## config.mk

```make
export PLATFORM = sky130hd
export DESIGN_NAME = ctrl_axi_lite_slave
export DESIGN_NICKNAME = d
export VERILOG_FILES = /design/src/rtl/ctrl_axi_lite_slave.sv
export SDC_FILE = /design/constraint.sdc
export NUM_CORES = 1
export LEC_CHECK = 0
export ABC_AREA = 1
export CORE_MARGIN = 8
export CORE_UTILIZATION = 46
export DETAILED_ROUTE_END_ITERATION = 10
export PLACE_DENSITY = 0.85
export SLEW_MARGIN = 10
export SYNTH_ARGS = -nofsm -noshare
export SYNTH_HDL_FRONTEND = slang
export SYNTH_SLANG_ARGS = --single-unit
```

## constraint.sdc

```tcl
create_clock -name clock -period 2.7 [get_ports clock]
set_input_delay 0.27 -clock clock [delete_from_list [all_inputs] [get_ports clock]]
set_output_delay 0.27 -clock clock [all_outputs]
set_load 0.01 [all_outputs]
```

## src/rtl/ctrl_axi_lite_slave.sv

```systemverilog
// ctrl_axi_lite_slave: AXI4-Lite slave that turns each host access into one ctrl-bus request
//   clock, resetn                      : rising-edge clock, asynchronous active-low reset
//   AW*/W*/B*                          : AXI4-Lite write address, write data and write response
//   AR*/R*                             : AXI4-Lite read address and read data
//   ctrlSel/ctrlWr/ctrlAddr/ctrlWrData/ctrlWrStrbs : request towards the control-interface mux
//   ctrlWrRdy/ctrlRdData/ctrlRdValid   : completion coming back from the mux
//   TIMEOUT                            : REQ cycles before SLVERR, 0 waits forever
module ctrl_axi_lite_slave #(
    parameter int TIMEOUT = 256
) (
    input  logic        clock,
    input  logic        resetn,
    input  logic        AWVALID,
    output logic        AWREADY,
    input  logic [10:0] AWADDR,
    input  logic        WVALID,
    output logic        WREADY,
    input  logic [31:0] WDATA,
    input  logic [3:0]  WSTRB,
    output logic        BVALID,
    input  logic        BREADY,
    output logic [1:0]  BRESP,
    input  logic        ARVALID,
    output logic        ARREADY,
    input  logic [10:0] ARADDR,
    output logic        RVALID,
    input  logic        RREADY,
    output logic [31:0] RDATA,
    output logic [1:0]  RRESP,
    output logic        ctrlSel,
    output logic        ctrlWr,
    output logic [10:0] ctrlAddr,
    output logic [31:0] ctrlWrData,
    output logic [3:0]  ctrlWrStrbs,
    input  logic        ctrlWrRdy,
    input  logic [31:0] ctrlRdData,
    input  logic        ctrlRdValid
);
    localparam logic [2:0] IDLE  = 3'd0;
    localparam logic [2:0] W_ACC = 3'd1;
    localparam logic [2:0] W_REQ = 3'd2;
    localparam logic [2:0] W_RSP = 3'd3;
    localparam logic [2:0] R_ACC = 3'd4;
    localparam logic [2:0] R_REQ = 3'd5;
    localparam logic [2:0] R_RSP = 3'd6;
    localparam logic [15:0] LAST_WAIT = 16'(TIMEOUT - 1);
    localparam logic [1:0] OKAY = 2'b00;
    localparam logic [1:0] SLVERR = 2'b10;

    logic [2:0]  state;
    logic        lastWr;
    logic [15:0] waitCnt;
    logic        wrPend;
    logic        rdPend;
    logic        pickWr;
    logic        timedOut;
    logic        unusedAddrBits;

    // Byte lanes inside a word are selected by strobes, so the low address bits carry nothing
    assign unusedAddrBits = ^{AWADDR[1:0], ARADDR[1:0]};

    // On a tie the write goes first only if the previous grant was a read, so neither side starves
    always_comb begin
        wrPend   = AWVALID & WVALID;
        rdPend   = ARVALID;
        pickWr   = wrPend & (~rdPend | ~lastWr);
        timedOut = (TIMEOUT != 0) && (waitCnt == LAST_WAIT);
    end

    always_ff @(posedge clock or negedge resetn) begin
        if (!resetn) begin
            state       <= IDLE;
            lastWr      <= 1'b0;
            waitCnt     <= '0;
            AWREADY     <= 1'b0;
            WREADY      <= 1'b0;
            BVALID      <= 1'b0;
            BRESP       <= OKAY;
            ARREADY     <= 1'b0;
            RVALID      <= 1'b0;
            RDATA       <= '0;
            RRESP       <= OKAY;
            ctrlSel     <= 1'b0;
            ctrlWr      <= 1'b0;
            ctrlAddr    <= '0;
            ctrlWrData  <= '0;
            ctrlWrStrbs <= '0;
        end else begin
            case (state)
                IDLE: begin
                    if (pickWr) begin
                        state   <= W_ACC;
                        AWREADY <= 1'b1;
                        WREADY  <= 1'b1;
                    end else if (rdPend) begin
                        state   <= R_ACC;
                        ARREADY <= 1'b1;
                    end
                end
                W_ACC: begin
                    AWREADY     <= 1'b0;
                    WREADY      <= 1'b0;
                    ctrlAddr    <= {AWADDR[10:2], 2'b00};
                    ctrlWrData  <= WDATA;
                    ctrlWrStrbs <= WSTRB;
                    ctrlWr      <= 1'b1;
                    ctrlSel     <= 1'b1;
                    lastWr      <= 1'b1;
                    waitCnt     <= '0;
                    state       <= W_REQ;
                end
                W_REQ: begin
                    // A ready seen in the timeout cycle still completes as OKAY
                    if (ctrlWrRdy || timedOut) begin
                        ctrlSel <= 1'b0;
                        BVALID  <= 1'b1;
                        BRESP   <= ctrlWrRdy ? OKAY : SLVERR;
                        state   <= W_RSP;
                    end else begin
                        waitCnt <= waitCnt + 16'd1;
                    end
                end
                W_RSP: begin
                    if (BREADY) begin
                        BVALID <= 1'b0;
                        state  <= IDLE;
                    end
                end
                R_ACC: begin
                    ARREADY  <= 1'b0;
                    ctrlAddr <= {ARADDR[10:2], 2'b00};
                    ctrlWr   <= 1'b0;
                    ctrlSel  <= 1'b1;
                    lastWr   <= 1'b0;
                    waitCnt  <= '0;
                    state    <= R_REQ;
                end
                R_REQ: begin
                    if (ctrlRdValid || timedOut) begin
                        ctrlSel <= 1'b0;
                        RVALID  <= 1'b1;
                        RDATA   <= ctrlRdValid ? ctrlRdData : 32'h0;
                        RRESP   <= ctrlRdValid ? OKAY : SLVERR;
                        state   <= R_RSP;
                    end else begin
                        waitCnt <= waitCnt + 16'd1;
                    end
                end
                R_RSP: begin
                    if (RREADY) begin
                        RVALID <= 1'b0;
                        state  <= IDLE;
                    end
                end
                default: state <= IDLE;
            endcase
        end
    end
endmodule

```

Yosys cells after proc, flatten, opt, wreduce, memory -nomap -nowiden:

Index checks and enable logic that the tools add are counted.

* reduce and logical (&&, ||, !) cells: 19
* add/sub/neg operators: 1
* multipliers: 0
* div/mod/pow operators: 0
* mux-type cells: 29
* shifts and indexed selects: 0
* order comparisons: 0
* eq/ne operators: 17
* bitwise gates (word level): 5

Operators with widths (count)
* one-hot mux 16 bit (3 select lines): 1
* two-way mux 16 bit: 2
* two-way mux 32 bit: 1
* one-hot mux 11 bit (2 select lines): 1
* one-hot mux 3 bit (7 select lines): 1
* two-way mux 3 bit: 6
* != test 2 bit (second input constant): 9
* adder 16 x 1 -> 16 bit (second input constant): 1
* == test 16 x 8 -> 1 bit (second input constant): 1
* AND reduction 3 bit: 5
* one-hot mux 1 bit (2 select lines): 5
* nonzero test 2 bit: 5
* == test 3 bit (second input constant): 3
* two-way mux 1 bit: 9
* == test 3 x 2 -> 1 bit (second input constant): 2
* AND reduction 2 bit: 3
* AND reduction 5 bit: 1
* two-way mux 2 bit: 2
* == test 3 x 1 -> 1 bit (second input constant): 1
* logical NOT 3 bit: 1
* != test 3 bit (second input constant): 1
* one-hot mux 1 bit (3 select lines): 1
* nonzero test 3 bit: 1
* bitwise AND 1 bit: 2
* other kinds (4): 6

* bits in latches: 0
* ROM bits: 0
* RAM bits: 0
* memories kept: 0
* output and inout port bits: 90
* logic and storage cells: 85
* input bits: 99
* flip-flop bits (word level): 108

Longest topological paths before layout:

* depth in word-level cells: 5
* gate-level depth with buffers: 11
* depth with buffers taken out: 11

Worst setup path before layout:

OpenSTA, ideal clock, no wires.

* path kind: register to register
* from: register waitCnt[0]
* to: register waitCnt[14]
* buffers on the path: 1
* setup slack: 1.111 ns
* setup time: 0.117 ns
* arrival time: 1.473 ns
* cell stages (with the launch flop): 11
* required time: 2.583 ns
* clock period less this slack: 1.589 ns
* path through: dfrtp_1 > ha_1 > nand3_1 > nor2_1 > nand2_1 > nand2_1 > nand2_4 > nand3_4 > buf_6 > nand2_1 > nand2_1

* longest elaborated chain between the ends: 4
* elaborated cells between the ends (all ways): 10
* those cells by class: 1 x add/sub; 3 x eq/ne; 3 x mux; 3 x reduce/logical

RTL lines
* from (decl): line 52 `logic [15:0] waitCnt;`
* from (signal assigned): line 120 `waitCnt <= waitCnt + 16'd1;`
* from (signal assigned): line 146 `waitCnt <= waitCnt + 16'd1;`
* branches (longest 4 deep; another with adder 16 x 1 -> 16 bit)

Several ways; the timed one is not identified. The select of a mux whose other input is x is not followed.
A chain may end at the register's enable or synchronous reset.

Worst setup path in the final report:

* from: register waitCnt[0]
* to: register waitCnt[1]

Same word-level chain as after synthesis.

==> results.ini <==
[run_status]
status = finished clean

[job]
maxCapViolations = 0

[worst_setup_path]
slowest_stage = dfrtp_1
r2r_cells = 9
endpoint_kind = flop
critPathLaunchType = flop
critPathMaxFanout = 45
slowest_delay_ns = 0.42
path_class = flop to flop
reg2reg_setup_slack_ns = 0.55
critPathRequiredTime_ns = 2.94
cp.depth = 9
r2r_start = waitCnt[0]
path_delay_family = simple AND/OR/NAND/NOR gates
rr_endpoint = waitCnt[1]
path_buf_inv = 0
cpMostUsedCell = nand2_1
worstPathArrival_ns = 2.40
crit_chain = ha_1, nand3_1, nor2_1, nand2_1, nand2_1, nand2_4, nand3_4, nand2_1, nand2_1

[detailed_routing]
viasPerCell = 5.02
drt_iter0_markers = 267
wl_per_cell_um = 16.1
finalWirelength_um = 13300
ant_nets = 0
drc = 0
first_pass_iters = 7
vias = 4171

[yosys]
synth_seq_cells = 104
synth-compound-area-share_pct = 9.22
synthTopCellsByCount = nand2_1 (205), dfrtp_1 (104), nor2_1 (55)
synth.avg_cell_area_um2 = 8.82
yosys.area.top_type = dfrtp_1
synth_top_area_share_pct = 56.7
yosysSeqAreaShare_pct = 56.7
ys_types = 29
synth_xor_xnor_area_share_pct = 1.15
synthFlopType = dfrtp_1
synth_most_common_cell = nand2_1
netlist_instances = 520
synthSimpleGateAreaFrac_pct = 26.9
synth_adder_area_share_pct = 0.273
synth_warnings = 0
synth_mux_area_share_pct = 0
syn_area_um2 = 4590
yosys-top-cells-area = dfrtp_1 (57%), nand2_1 (17%), a22o_1 (6.1%), nor2_1 (4.5%), inv_1 (1.7%)
synth_edf_count = 0
synth_top_family_by_area = simple AND/OR/NAND/NOR gates
ys_async_sr_fraction_pct = 100

[timing]
timing.slew.headroom_pct = 47.0
report.final.slew_viol_count = 0
hold-worst-slack_ns = 0.424
fmax_ghz = 0.464
setup_ws_ns = 0.547
finClkSkew_ns = 0.0174
tightest_slew_ns = 0.794
finalSetupViolCount = 0
fin_setup_tns_ns = 0
finalHoldViolCount = 0
rsz0062_at_grt = no
post-route-period-util_pct = 79.8
post-route-min-period_ns = 2.15

[cts]
htreeDepth = 3
cts_hold_buf = 1
cts_setup_buffers = 0
cts-resized-gates = 0
cts_buffer_depth = 2
cts_tree = built
clock-sinks = 104
clkLatencyLatePin_ns = 0.37
clock-root-buffer = clkbuf_8
numCtsBuffers = 9
clk_pin_slew_ns = 0.11

[placed_design]
gp_congestion = 0.879
hpwl_um = 9850
portBuffers = 180
place_ws_ns = 0.558

[final_layout]
fin_nets = 793
antenna_cells = 0
area_growth_syn_to_layout_pct = 44.8
post-route-util_pct = 68.3
drive_gt1_share_pct = 5.01

[global_routing]
track_usage_pct = 19.9
grt_max_degree = 59
antenna_found_initial = 0
grt_pass1_vias = 4224
grt_first_pass_wirelength_um = 20900
gr-total-overflow = 0

[pwr]
peakVddDrop_uv = 600
leakage_uw = 0.00317
power_density_nw_per_um2 = 1070
finalPower_uw = 7080

[floorplanning]
initial_utilization_pct = 47.2
die-width_um = 116
dieArea_um2 = 13400
ios = 189
die_h_um = 116
rows = 36
core_um2 = 9730

[worst_hold_path]
hp-start = WDATA[7]
holdPathEnd = ctrlWrData[7]
hold_class = input pin to flop
hold_path_depth = 3

-- worst max path at each step --
stage	startpoint	to	slack [ns]
final	waitCnt[0]	waitCnt[1]	0.55
after global routing	waitCnt[0]	waitCnt[1]	0.34
after CTS	waitCnt[0]	waitCnt[1]	0.54
after detailed placement	waitCnt[0]	waitCnt[1]	0.56
after global placement	waitCnt[0]	waitCnt[15]	0.64
after floorplan	waitCnt[0]	waitCnt[14]	1.11
-- power breakdown --
group | switching, uW | internal, uW | total, uW
logic | 1750 | 1740 | 3490
clock network | 542 | 437 | 978
registers | 400 | 2220 | 2620
-- cell type report --
class / instances / area, um^2
Tap cell: 133 / 166
Clock buffer: 10 / 128
Multi-Input combinational cell: 367 / 1740
Timing Repair Buffer: 185 / 1840
Inverter: 26 / 97.6
Sequential cell: 104 / 2600
Fill cell: 749 / 3090
Clock inverter: 6 / 68.8
-- layout by cell type, fill, tap and decap left out, drive strengths merged, types with 5 or more instances in the layout --
cell and count:
nand2 209, clkdlybuf4s50 179, dfrtp 104, nor2 58, a22o 32, inv 27, nand3 16, nand4 10
clkbuf 10, o21ai 8, o22ai 7, a21oi 6, nor3 5, buf 5
-- cell families (layout without fill, tap and decap cells) --
logic type / Yosys count / after routing
AO/OA/AOI/OAI: 57 / 57
adder cells (fa/ha/maj): 1 / 1
buffers and inverters: 52 / 227
flip-flops: 104 / 104
XOR/XNOR: 6 / 6
AND/OR/NAND/NOR: 299 / 299
other: 1 / 4
-- sequential cells by signal (all words and copies together), names as in the netlist, 3 cells and up --
| register | cells |
|---|---|
| ctrlAddr | 9 |
| ctrlWrStrbs | 4 |
| ctrlWrData | 32 |
| waitCnt | 16 |
| state | 3 |
| RDATA | 32 |
-- stage by stage --
step / instance area (um^2) / cells
4_1_cts: 6640 / 831
3_3_place_gp: 6430 / 814
5_1_grt: 6640 / 831
3_5_place_dp: 6430 / 814
2_1_floorplan: 4600 / 523
6_report: 6640 / 831
-- worst reg2reg max path: cells and delay by family, from the launching register on --
kind                       cells  cell delay (ns)
and+or+nand+nor                8             1.40
adders and majority gates      1             0.23
DFF                            1             0.42
-- routing by layer --
metal | share of wire, % | up-vias | track usage [%]
met2 | 49 | 157 | 33.0
met3 | 11 | 20 | 9.48
li1 | - | 2004 | -
met1 | 38 | 1990 | 21.8
met5 | 0 | - | 0
met4 | 2.2 | 0 | 7.35
No activity file was read; power rests on OpenSTA's default activity.
